### config.mk
export PLATFORM = sky130hd
export DESIGN_NAME = instruction_fetch_unit
export DESIGN_NICKNAME = d
export VERILOG_FILES = /design/src/rtl/mips16_pkg.sv /design/src/rtl/program_counter.sv /design/src/rtl/instruction_fetch_unit.sv
export SDC_FILE = /design/constraint.sdc
export NUM_CORES = 1
export LEC_CHECK = 0
export BUFFER_PORTS_ARGS = -buffer_cell sky130_fd_sc_hd__buf_2
export CAP_MARGIN = 10
export CELL_PAD_IN_SITES_DETAIL_PLACEMENT = 1
export CELL_PAD_IN_SITES_GLOBAL_PLACEMENT = 2
export CORE_MARGIN = 3
export CORE_UTILIZATION = 29
export DETAILED_ROUTE_END_ITERATION = 8
export PLACE_DENSITY = 0.9
export SLEW_MARGIN = 20
export SYNTH_ARGS = -nofsm -noshare
export SYNTH_HDL_FRONTEND = slang
export SYNTH_HIERARCHICAL = 1
export SYNTH_SLANG_ARGS = --single-unit
### constraint.sdc
create_clock -name clk -period 2.4 [get_ports clk]
set_input_delay 0.12 -clock clk [delete_from_list [all_inputs] [get_ports clk]]
set_output_delay 0.12 -clock clk [all_outputs]
set_load 0.02 [all_outputs]
### src/rtl/mips16_pkg.sv
// rtl/mips16_pkg.sv - shared opcodes, fetch states and constants for the 16-bit MIPS pipeline
package mips16_pkg;

    localparam logic [5:0] OPC_NOP = 6'b000000;
    localparam logic [5:0] OPC_JMP = 6'b000010;
    localparam logic [5:0] OPC_LW  = 6'b100011;
    localparam logic [5:0] OPC_HLT = 6'b010001;

    localparam logic [31:0] INSTR_NOP = 32'h0000_0000;

    typedef enum logic [1:0] {
        FILL,
        RUN,
        FLUSH,
        HALTED
    } fetch_state_e;

endpackage

### src/rtl/program_counter.sv
// rtl/program_counter.sv - fetch program counter with hold, load and wrapping increment
module program_counter #(
    parameter int ADDR_W = 8
) (
    input  logic              clk,
    input  logic              reset,
    input  logic              hold_i,
    input  logic              load_i,
    input  logic [ADDR_W-1:0] load_addr_i,
    output logic [ADDR_W-1:0] pc_o
);

    logic [ADDR_W-1:0] pc_q, pc_d;

    // Load beats hold so a redirect is never lost behind a stall.
    always_comb begin
        pc_d = pc_q;
        if (load_i) begin
            pc_d = load_addr_i;
        end else if (!hold_i) begin
            pc_d = pc_q + ADDR_W'(1);
        end
    end

    always_ff @(posedge clk or posedge reset) begin
        if (reset) begin
            pc_q <= '0;
        end else begin
            pc_q <= pc_d;
        end
    end

    assign pc_o = pc_q;

endmodule

### src/rtl/instruction_fetch_unit.sv
// rtl/instruction_fetch_unit.sv - IF stage: PC control, IF/ID hold register and fetch FSM
module instruction_fetch_unit
    import mips16_pkg::*;
#(
    parameter int ADDR_W  = 8,
    parameter int INSTR_W = 32
) (
    input  logic               clk,
    input  logic               reset,
    input  logic               stall,
    input  logic               stall_pm,
    input  logic               jump_valid,
    input  logic [ADDR_W-1:0]  jump_target,
    output logic [ADDR_W-1:0]  pm_addr,
    input  logic [INSTR_W-1:0] pm_rdata,
    output logic [INSTR_W-1:0] instr_out,
    output logic               instr_valid,
    output logic [5:0]         op_out,
    output logic               halted
);

    localparam logic [INSTR_W-1:0] NOP_WORD = INSTR_W'(INSTR_NOP);

    fetch_state_e       state_q, state_d;
    logic [INSTR_W-1:0] hold_q, hold_d;
    logic               pc_hold, pc_load;

    program_counter #(.ADDR_W(ADDR_W)) u_pc (
        .clk         (clk),
        .reset       (reset),
        .hold_i      (pc_hold),
        .load_i      (pc_load),
        .load_addr_i (jump_target),
        .pc_o        (pm_addr)
    );

    // Only RUN shows a real word; stall_pm replays the word captured last cycle.
    always_comb begin
        instr_out   = NOP_WORD;
        instr_valid = 1'b0;
        if (state_q == RUN) begin
            instr_out   = stall_pm ? hold_q : pm_rdata;
            instr_valid = 1'b1;
        end
    end

    assign op_out = instr_out[INSTR_W-1 -: 6];
    assign halted = (state_q == HALTED);

    always_comb begin
        state_d = state_q;
        hold_d  = hold_q;
        pc_hold = 1'b1;
        pc_load = 1'b0;
        case (state_q)
            FILL: begin
                pc_hold = 1'b0;
                state_d = RUN;
            end
            RUN: begin
                hold_d = instr_out;
                if (jump_valid) begin
                    pc_load = 1'b1;
                    state_d = FLUSH;
                end else if (op_out == OPC_HLT) begin
                    state_d = HALTED;
                end else if (!stall) begin
                    pc_hold = 1'b0;
                end
            end
            FLUSH: begin
                pc_hold = 1'b0;
                state_d = RUN;
            end
            HALTED: begin
                state_d = HALTED;
            end
            default: begin
                state_d = FILL;
            end
        endcase
    end

    always_ff @(posedge clk or posedge reset) begin
        if (reset) begin
            state_q <= FILL;
            hold_q  <= NOP_WORD;
        end else begin
            state_q <= state_d;
            hold_q  <= hold_d;
        end
    end

endmodule
# After elaboration in Yosys (flattened, before gate mapping)
# Index checks and enable logic that the tools add are counted.
# word_totals
regBits	42
out_inout_bits	48
wordCells	26
# classes
addsub	1
eq_ne	6
n_mux	14
n_reduce_logical	2
# op_table
op	count
$mux 32	2
$mux 8	2
$add 8x1->8 const B	1
$eq 6x5->1 const B	1
$mux 1	6
$pmux 2 s3	1
$eq 2x2->1 const B	2
$mux 2	2
$ne 3x2->1 const B	1
$eq 2x1->1 const B	1
$logic_not 2->1	1
$ne 2x2->1 const B	1
$pmux 1 s2	1
$reduce_or 2->1	1

# Depth between registers and ports, before layout
# Gate-level depths: netlist of run 1.
# logic_depth
depth_word	8
mapped_depth	8
depth_no_buf	7

# Hierarchy
# The synthesis of run 1 kept the hierarchy.
# by_module_without_submodules
module	instances	cells_each	area_each_um2	seq_area_each_um2
instruction_fetch_unit	1	161	1838.0	850.8
program_counter	1	47	434.2	200.2

# Least setup slack after synthesis of run 1
# Ideal clock, no wire load.
# synth_path
path_type	register -> register
startpoint	register state_q[1]
endpoint	register u_pc.pc_q[6] (netlist: u_pc/pc_o[6])
arrival_ns	2.267
path_slack_ns	0.051
stages_incl_launch_ff	9
period_less_slack_ns	2.349
cell_sequence	dfrtp_1 -> nand2b_1 -> buf_2 -> nor2_1 -> a2111oi_2 -> o41a_1 -> nand4b_1 -> or3_1 -> a31oi_1
# synth_via
elab_chain_len	7
word_cells_on_any_way	12
classes_between	4 x eq/ne; 6 x mux; 2 x reduce/logical
# synth_rtl
element	line	text
from (decl)	instruction_fetch_unit.sv:24	fetch_state_e state_q, state_d;
from (signal assigned)	instruction_fetch_unit.sv:89	state_q <= state_d;
$eq 2x1->1	instruction_fetch_unit.sv:41	if (state_q == RUN) begin
$mux 32	instruction_fetch_unit.sv:41	
via instr_out[31]	instruction_fetch_unit.sv:16	output logic [INSTR_W-1:0] instr_out,
$eq 6x5->1	instruction_fetch_unit.sv:65	end else if (op_out == OPC_HLT) begin
$mux 1	instruction_fetch_unit.sv:65	
$mux 1	instruction_fetch_unit.sv:62	if (jump_valid) begin
$pmux 1 s2	instruction_fetch_unit.sv:55	case (state_q)
via pc_hold	instruction_fetch_unit.sv:26	logic pc_hold, pc_load;
$ne 2x2->1 (no source line)	n/a	
to (signal assigned)	program_counter.sv:29	pc_q <= pc_d;
to (decl)	program_counter.sv:13	logic [ADDR_W-1:0] pc_q, pc_d;
# The timed path passes the listed nets, and every way through them passes these cells.
# A chain may end at the register's enable or synchronous reset.

# Final worst setup path of run 1
# layout_path
startpoint	register state_q[1]
endpoint	register u_pc.pc_q[6] (netlist: u_pc/pc_o[6])
# layout_via
elab_chain_len	7
word_cells_on_any_way	12
classes_between	4 x eq/ne; 6 x mux; 2 x reduce/logical
# layout_rtl
element	line
$eq 2x1->1	instruction_fetch_unit.sv:41, instruction_fetch_unit.sv:55
$mux 32	instruction_fetch_unit.sv:41
$eq 6x5->1	instruction_fetch_unit.sv:65
$mux 1	instruction_fetch_unit.sv:65
$mux 1	instruction_fetch_unit.sv:62
$pmux 1 s2 *	instruction_fetch_unit.sv:55
via pc_hold	instruction_fetch_unit.sv:26
$ne 2x2->1 (no source line) *	n/a
# The timed path passes the listed nets; every way through them passes the cells marked *.

==> results_dict.tcl, run 1 <==
set metrics [dict create \
    outcome "finished clean" \
    dp.cells 390 \
    setup_slack_ns 0.180 \
    syn-cell-area_um2 2270 \
    fin_cells 399 \
    drive_above_1_share_pct 48.3 \
    required_ns 2.60 \
    diodes 0 \
    cts_tree "yes" \
    finalNetCount 345 \
    start_kind "flip-flop" \
    antenna_found_initial 0 \
    tightest_slew_ns 0.535 \
    grt_max_degree 36 \
    max_slew_margin_pct 64.3 \
    core_um2 7410 \
    hold_class "in -> reg" \
    gp_congestion 0.784 \
    row_count 31 \
    die_width_um 94.5 \
    ant_nets 0 \
    hold_depth 3 \
    syn_to_final_growth_pct 30.0 \
    syn_inst 208 \
    die_h_um 94.5 \
    grt_pass1_vias 2021 \
    power_leakage_nw 1.49 \
    synth_seq_area_share_pct 46.3 \
    r2r_end "u_pc/pc_o[6]$_DFFE_PP0P_" \
    arrival_ns 2.42 \
    maxCapViolations 0 \
    vdd_drop_max_mv 0.508 \
    post_drt_wl_per_cell_um 14.6 \
    hpwl_um 4510 \
    yosys_warnings 6 \
    dr_total_vias 1876 \
    place.port_buffers 92 \
    finalMaxSlewViolations 0 \
    htreeDepth 2 \
    grt_first_pass_wirelength_um 9710 \
    min_to "u_pc/pc_o[4]$_DFFE_PP0P_" \
    finalHoldViolations 0 \
    skew_ns 0.00984 \
    finalInstanceArea_um2 2950 \
    cts-root-buf "clkbuf_8" \
    grt-ovfl-total 0 \
    r2r-start "state_q[1]$_DFFE_PP0P_" \
    cts-buffers-inserted 5 \
    synth_area_leaders "dfrtp_1, mux2_2, mux2i_1" \
    start_util_pct 30.7 \
    clkLatencyLatePin_ns 0.30 \
    die-area_um2 8930 \
    ios 93 \
    drc 0 \
    finalPower_mw 2.87 \
    track_usage_pct 13.9 \
    power_density_nw_per_um2 972 \
    postCtsSetupBuffers 0 \
    rr_worst_depth 8 \
    end_kind "flip-flop" \
    synth.avg_cell_area_um2 10.9 \
    setup_viol 0 \
    vias_per_cell 4.70 \
    utilization_pct 39.9 \
    yosysTopAreaCellShare_pct 46.3 \
    holdCritStartpoint "jump_target[4]" \
    period_share_pct 92.5 \
    synth.largest_area_cell "dfrtp_1" \
    cts_buffer_depth 2 \
    hold_slack_ns 0.0198 \
    dr.first_iter.drc_count 27 \
    pre_cts_ws_ns 0.141 \
    ys_seq_elements 42 \
    firstDrtPassIters 4 \
    syn-num-nets 254 \
    fin_tns_setup_ns 0 \
    fmax_ghz 0.450 \
    crit_path_max_fanout 4 \
    placed_cell_area_um2 2850 \
    rsz0062_at_grt "no" \
    crit_type "reg -> reg" \
    synth_cell_types 30 \
    reg2reg_slack_ns 0.18 \
    wl_um 5830 \
    clock-sinks 42 \
    period_needed_ns 2.22 \
    cts.reportedPaths.clkPinSlew_ns 0.09 \
]
where the power goes:
group,leakage [nW],internal [mW],switching (mW)
registers,0.490,1.05,0.248
logic,0.948,0.527,0.554
clock network,0.0472,0.231,0.256
flip-flops by register name, indices dropped and copies added (netlist names):
name       cells
hold_q        32
u_pc/pc_o      8
state_q        2
timing repair:
action / in CTS / in global routing
hold buffers: 1 / 0
hold endpoints to repair: 21 / 0
setup endpoints to repair: 0 / 1
gates resized for setup: 0 / 1
worst max path at each step:
stage,slack [ns],start,depth (start not counted),to
after global placement,0.28,hold_q[29]$_DFFE_PP0N_,7,u_pc/pc_o[5]$_DFFE_PP0P_
after detailed placement,0.14,state_q[1]$_DFFE_PP0P_,8,u_pc/pc_o[6]$_DFFE_PP0P_
after global routing,0.0008,hold_q[29]$_DFFE_PP0N_,8,u_pc/pc_o[6]$_DFFE_PP0P_
after CTS,0.14,state_q[1]$_DFFE_PP0P_,8,u_pc/pc_o[6]$_DFFE_PP0P_
after floorplan,0.05,state_q[1]$_DFFE_PP0P_,8,u_pc/pc_o[6]$_DFFE_PP0P_
final,0.18,state_q[1]$_DFFE_PP0P_,8,u_pc/pc_o[6]$_DFFE_PP0P_
cell usage in the layout (no fill, tap or decap), types with 2 or more instances in the layout:
master,count
buf_2,92
dfrtp_1,42
nor2_1,34
mux2i_1,33
mux2_2,30
nand2_1,9
buf_4,8
o21ai_0,7
inv_1,6
clkbuf_8,6
and2_1,2
a21o_1,2
nand4b_1,2
nand4_1,2
or3_1,2
a31oi_1,2
xor2_1,2
xnor2_1,2
cell families (layout without fill, tap and decap cells):
logic type | count (synthesis) | after routing | share of synthesized area [%]
AO/OA/AOI/OAI | 15 | 15 | 4.74
XOR/XNOR | 4 | 4 | 1.54
adder cells (fa/ha/maj) | 1 | 1 | 0.551
buffers and inverters | 24 | 116 | 5.40
flip-flops | 42 | 42 | 46.3
multiplexers | 63 | 63 | 29.4
AND/OR/NAND/NOR | 59 | 59 | 12.1
layer usage:
layer  wire length [um]  part of all wire, %  GRT usage (%)  up-vias
li1                   -                    -              -      891
met1               2450                   42           16.7      927
met2               2980                   51           24.8       52
met3                333                  5.7           3.43        6
met4                 65                  1.1           3.97        0
met5                  0                    0              0        -
Yosys cell counts (all sizes together):
library cell	number
buf	17
nand4b	2
o21ai	7
xor2	2
a31oi	2
xnor2	2
a2111oi	1
clkbuf	1
and2	2
inv	6
and2b	1
mux2	30
o41a	1
dfrtp	42
a311o	1
o31a	1
ha	1
nand4	2
and4b	1
mux2i	33
nor4b	1
nand3	1
nand2	9
or3	2
nor2	36
nand2b	1
a21o	2
nor4	1
worst max-delay path, cell delays in order (launching register included):
cell and delay (ns):
dfrtp_1 0.41, nand2b_2 0.22, nor2_2 0.15, a2111oi_2 0.06
o41a_1 0.35, buf_4 0.17, nand4b_1 0.21, or3_1 0.33
a31oi_1 0.21
layout make-up:
| type | instances | area, um2 |
|---|---|---|
| fillers | 870 | 4450 |
| multi-input cells | 142 | 1110 |
| flip-flops and latches | 42 | 1050 |
| repair buffers | 102 | 551 |
| well taps | 99 | 124 |
| clock buffers | 6 | 82.6 |
| inverters | 6 | 22.5 |
| clock inverters | 2 | 12.5 |
(Power assumes the default switching activity.)
==> inputs of run 2 (changes only) <==
Settings changed: CAP_MARGIN 10 to default, SETUP_SLACK_MARGIN from default to 0.3.
Clock period 2.4 ns to 2.2 ns, I/O delays scaled along.
==> run 2 against run 1 <==
Against the previous run: first-iteration DRC count up 30%; combinational power grew 17%; count of clock-buffer cells in the layout fell by 1; final cell count up 2.0%; die area unchanged; maximum frequency grew 8.7%; critical path type unchanged.
==> results_dict.tcl, run 2 (synthesis results as in run 1) <==
set metrics [dict create \
    dp.cells 390 \
    largest_reg_flops 32 \
    top_register "hold_q" \
    grt-ovfl-total 0 \
    start_util_pct 30.7 \
    period_needed_ns 2.04 \
    die_h_um 94.5 \
    arrival_ns 2.27 \
    power_density_nw_per_um2 1070 \
    htreeDepth 2 \
    grt_first_pass_wirelength_um 9850 \
    start_kind "flip-flop" \
    period_share_pct 92.9 \
    finalNetCount 353 \
    post_drt_wl_per_cell_um 14.7 \
    fin_cells 407 \
    rsz0062_at_grt "yes" \
    row_count 31 \
    clkPwrFrac_pct 18.4 \
    critical_path_depth 7 \
    firstDrtPassIters 4 \
    die-area_um2 8930 \
    hold_slack_ns 0.0308 \
    vdd_drop_max_mv 0.634 \
    clkLatencyLatePin_ns 0.29 \
    fillers 853 \
    setup_slack_ns 0.157 \
    dr_total_vias 1878 \
    cts-root-buf "clkbuf_8" \
    hold_depth 3 \
    cts_buffer_depth 2 \
    cp_top_family "compound AO/OA/AOI/OAI gates" \
    setup_viol 0 \
    hpwl_um 4610 \
    dr.first_iter.drc_count 35 \
    crit_type "reg -> reg" \
    cts.reportedPaths.clkPinSlew_ns 0.09 \
    crit_chain "nor4b_2 > nand2_1 > a2111oi_4 > o41a_1 > and4b_1 > a311o_1 > nand3_1" \
    switching_share_pct 35.9 \
    outcome "finished clean" \
    final_common_cell "buf_2" \
    placed_cell_area_um2 2860 \
    required_ns 2.43 \
    diodes 0 \
    hold_class "in -> reg" \
    crit_slowest_cell "dfrtp_1" \
    ant_nets 0 \
    end_kind "flip-flop" \
    finalHoldViolations 0 \
    gp_congestion 0.722 \
    cts-buffers-inserted 5 \
    drc 0 \
    core_um2 7410 \
    rr_worst_depth 7 \
    place.port_buffers 92 \
    syn_to_final_growth_pct 34.6 \
    max_slew_margin_pct 59.9 \
    ios 93 \
    grt_max_degree 22 \
    power_leakage_nw 1.55 \
    utilization_pct 41.3 \
    fmax_ghz 0.489 \
    critPathMaxStageDelay_ns 0.40 \
    maxCapViolations 0 \
    p_sw_mw 1.18 \
    skew_ns 0.00885 \
    cp_num_buf_inv 0 \
    power_frac_seq_pct 43.3 \
    wl_um 5980 \
    tightest_slew_ns 0.602 \
    vias_per_cell 4.61 \
    antenna_found_initial 0 \
    pre_cts_ws_ns 0.0552 \
    grt_pass1_vias 2054 \
    comb_power_share_pct 38.3 \
    crit_path_max_fanout 5 \
    finalInstanceArea_um2 3060 \
    drive_above_1_share_pct 50.6 \
    p_int_mw 2.11 \
    track_usage_pct 13.9 \
    clock-sinks 42 \
    cts_tree "yes" \
    layout_common_cells "buf_2, dfrtp_1, nor2_1, mux2i_1, mux2_2" \
    finalMaxSlewViolations 0 \
    die_width_um 94.5 \
]
-- run 2: path summary, 6_finish.rpt --
kind                                                  to  slack [ns]                   start
worst max-delay path            u_pc/pc_o[5]$_DFFE_PP0P_        0.16  hold_q[27]$_DFFE_PP0N_
worst min-delay path            u_pc/pc_o[0]$_DFFE_PP0P_        0.03          jump_target[0]
worst max register to register  u_pc/pc_o[5]$_DFFE_PP0P_        0.16  hold_q[27]$_DFFE_PP0N_
worst min register to register    hold_q[30]$_DFFE_PP0N_        0.49  hold_q[30]$_DFFE_PP0N_
max in group asynchronous         state_q[0]$_DFFE_PP0P_        1.05                   reset
min in group asynchronous       u_pc/pc_o[4]$_DFFE_PP0P_        0.32                   reset
-- run 2: layer usage --
layer | vias to the layer above | GRT usage [%] | part of all wire [%]
li1 | 906 | - | -
met1 | 908 | 17.1 | 43
met2 | 61 | 25.4 | 51
met3 | 3 | 3.59 | 6.1
met4 | 0 | 1.44 | 0.30
met5 | - | 0 | 0
-- run 2: layout make-up --
cell class                      instances  area, um2  share of cell area (%)
Tap cell                               99        124                    4.05
Multi-Input combinational cell        142       1150                    37.6
Sequential cell                        42       1050                    34.4
Inverter                                6       22.5                   0.736
Clock buffer                            5       68.8                    2.25
Clock inverter                          3       40.0                    1.31
Timing Repair Buffer                  110        602                    19.7
-- run 2: power groups by stage --
stage	sequential, mW	combinational (mW)	clock [mW]
after global placement	1.41	1.18	0
after detailed placement	1.44	1.22	0
after CTS	1.43	1.26	0.637
final	1.42	1.26	0.606
after floorplan	1.45	0.807	0
after global routing	1.49	1.40	0.662
-- run 2: worst min-delay path, cell delays in order --
cell,delay [ns]
buf_2,0.07
nand2_1,0.04
o21ai_1,0.06
-- run 2: stage by stage --
step                setup TNS (ns)  power [mW]
floorplan                        0        2.26
global placement                 0        2.59
detailed placement               0        2.66
CTS                              0        3.33
global route               -0.0113        3.55
finish                           0        3.29
-- run 2: timing repair --
item	in CTS	in global routing
endpoints found under the hold margin	23	0
hold buffers	1	0
gates resized for setup	2	5
endpoints found under the setup margin	7	8
buffers inserted	5	3
pin swaps	4	4
==> inputs of run 3 (changes only) <==
Settings changed: ABC_AREA from default to 1, CORE_UTILIZATION 29 to 26, PLACE_DENSITY 0.9 to 0.89, SLEW_MARGIN 20 to 30.
==> run 3 against run 2 <==
Against the previous run: global-route usage is 0.88 points lower; cell area is 4.1% lower; register-to-register slack better by 0.37 ns; critical endpoint is now instr_out[11].
==> results_dict.tcl, run 3 <==
set metrics [dict create \
    outcome "finished clean" \
    gp_congestion 0.773 \
    max_slew_margin_pct 59.5 \
    ant_nets 0 \
    die_width_um 100 \
    synth_area_leaders "dfrtp_1, nand2_1, a21o_1" \
    cts_tree "yes" \
    grt_first_pass_wirelength_um 10700 \
    track_usage_pct 13.1 \
    fin_tns_setup_ns 0 \
    fmax_ghz 0.587 \
    yosysTopAreaCellShare_pct 45.4 \
    end_kind "output port" \
    crit_path_max_fanout 58 \
    hold_class "in -> reg" \
    die_h_um 100 \
    hpwl_um 4830 \
    grt_max_degree 59 \
    cts-root-buf "clkbuf_8" \
    cts.reportedPaths.clkPinSlew_ns 0.08 \
    reg2reg_slack_ns 0.53 \
    synth.largest_area_cell "dfrtp_1" \
    pre_cts_ws_ns 0.329 \
    yosysMostFrequentCell "nand2_1" \
    syn_inst 294 \
    post_drt_wl_per_cell_um 13.0 \
    period_share_pct 77.5 \
    start_util_pct 27.5 \
    synth_common_cells "nand2_1, dfrtp_1, a21o_1, a21oi_1, inv_1" \
    finalNetCount 428 \
    top_register "hold_q" \
    grt-ovfl-total 0 \
    finalInstanceArea_um2 2930 \
    final_common_cell "nand2_1" \
    synth_edf_count 0 \
    firstDrtPassIters 2 \
    start_kind "flip-flop" \
    synth_seq_area_share_pct 45.4 \
    grt_pass1_vias 2275 \
    fillers 1083 \
    maxCapViolations 0 \
    ys_seq_elements 42 \
    dr_total_vias 2196 \
    ios 93 \
    clkLatencyLatePin_ns 0.29 \
    multi_input_area_um2 995 \
    layout_common_cells "nand2_1, buf_2, dfrtp_1, a21o_1" \
    cts-buffers-inserted 5 \
    antenna_found_initial 0 \
    power_density_nw_per_um2 1030 \
    finalPower_mw 3.01 \
    vias_per_cell 4.50 \
    htreeDepth 2 \
    rsz0062_at_grt "no" \
    place.port_buffers 92 \
    synth_cell_types 25 \
    diodes 0 \
    syn-num-nets 340 \
    drive_above_1_share_pct 31.6 \
    wl_um 6320 \
    skew_ns 0.00408 \
    syn-cell-area_um2 2310 \
    vdd_drop_max_mv 0.423 \
    dr.first_iter.drc_count 28 \
    tightest_slew_ns 0.606 \
    setup_slack_ns 0.495 \
    arrival_ns 1.59 \
    cts_buffer_depth 2 \
    crit_type "reg -> out" \
    syn_to_final_growth_pct 26.7 \
    yosys_warnings 6 \
    finalMaxSlewViolations 0 \
    power_leakage_nw 1.77 \
    finalHoldViolations 0 \
    core_um2 8420 \
    drc 0 \
    synth_flop_cell "dfrtp_1" \
    largest_reg_flops 32 \
    row_count 33 \
    placed_cell_area_um2 2770 \
    period_needed_ns 1.70 \
    register_area_um2 1050 \
    setup_viol 0 \
    clock-sinks 42 \
    synth.avg_cell_area_um2 7.87 \
    async_reset_ff_share_pct 100 \
    die-area_um2 10100 \
    required_ns 2.09 \
]
-- run 3: area by class of cell --
cell class / count / share of cell area (%)
tap: 105 / 4.48
clock inverter: 2 / 1.28
timing repair buffer: 101 / 18.3
clock buffer: 6 / 2.47
sequential: 42 / 35.8
multi-input combinational: 203 / 33.9
inverter: 29 / 3.71
-- run 3: cells by family after synthesis --
logic type               after synthesis  share of synthesized area, %
AO/OA/AOI/OAI                         67                          17.8
XOR/XNOR                               1                         0.378
flip-flops                            42                          45.4
adder cells (fa/ha/maj)                1                         0.540
buffers and inverters                 49                          12.0
AND/OR/NAND/NOR                      134                          23.9
-- run 3: report_power, final --
group          switching (mW)  internal, mW  total [mW]  leakage, nW
clock                   0.276         0.339       0.615       0.0514
combinational           0.656         0.438        1.09         1.20
sequential              0.216          1.09        1.30        0.526
-- run 3: repair_timing --
item / CTS / global route
setup endpoints to repair: 0 / 32
resized for setup: 0 / 3
hold buffers: 2 / 0
setup buffers: 0 / 3
endpoints found under the hold margin: 24 / 0
-- run 3: metal layers --
layer / track usage [%] / up-vias / wire length [um]
met4: 2.49 / 0 / 49
met2: 22.7 / 60 / 3070
met5: 0 / - / 0
li1: - / 1102 / -
met1: 16.2 / 1029 / 2800
met3: 3.75 / 5 / 407
-- run 3: critical path, cell delays in order (launching register included) --
cell     delay, ns
dfrtp_1       0.39
buf_4         0.14
nand2_2       0.08
buf_6         0.34
a21oi_1       0.12
buf_2         0.19
-- run 3: metrics by stage --
stage / hold slack, ns / cells / util (%)
2_1_floorplan: -0.0743 / 294 / -
5_1_grt: 0.0501 / 488 / 34.8
3_5_place_dp: 0.118 / 475 / 32.9
4_1_cts: 0.0328 / 485 / 34.4
3_3_place_gp: 0.114 / 475 / 32.9
6_report: 0.0400 / 488 / 34.8
-- run 3: final timing paths --
check	from	end	cells after the start
min in group asynchronous	reset	u_pc/pc_o[4]$_DFFE_PP0P_	3
setup reg to reg	state_q[1]$_DFFE_PP0P_	u_pc/pc_o[2]$_DFFE_PP0P_	11
setup / recovery	state_q[0]$_DFFE_PP0P_	instr_out[11]	5
max in group asynchronous	reset	hold_q[11]$_DFFE_PP0N_	4
hold / removal	jump_target[1]	u_pc/pc_o[1]$_DFFE_PP0P_	3
hold reg to reg	hold_q[18]$_DFFE_PP0N_	hold_q[18]$_DFFE_PP0N_	1
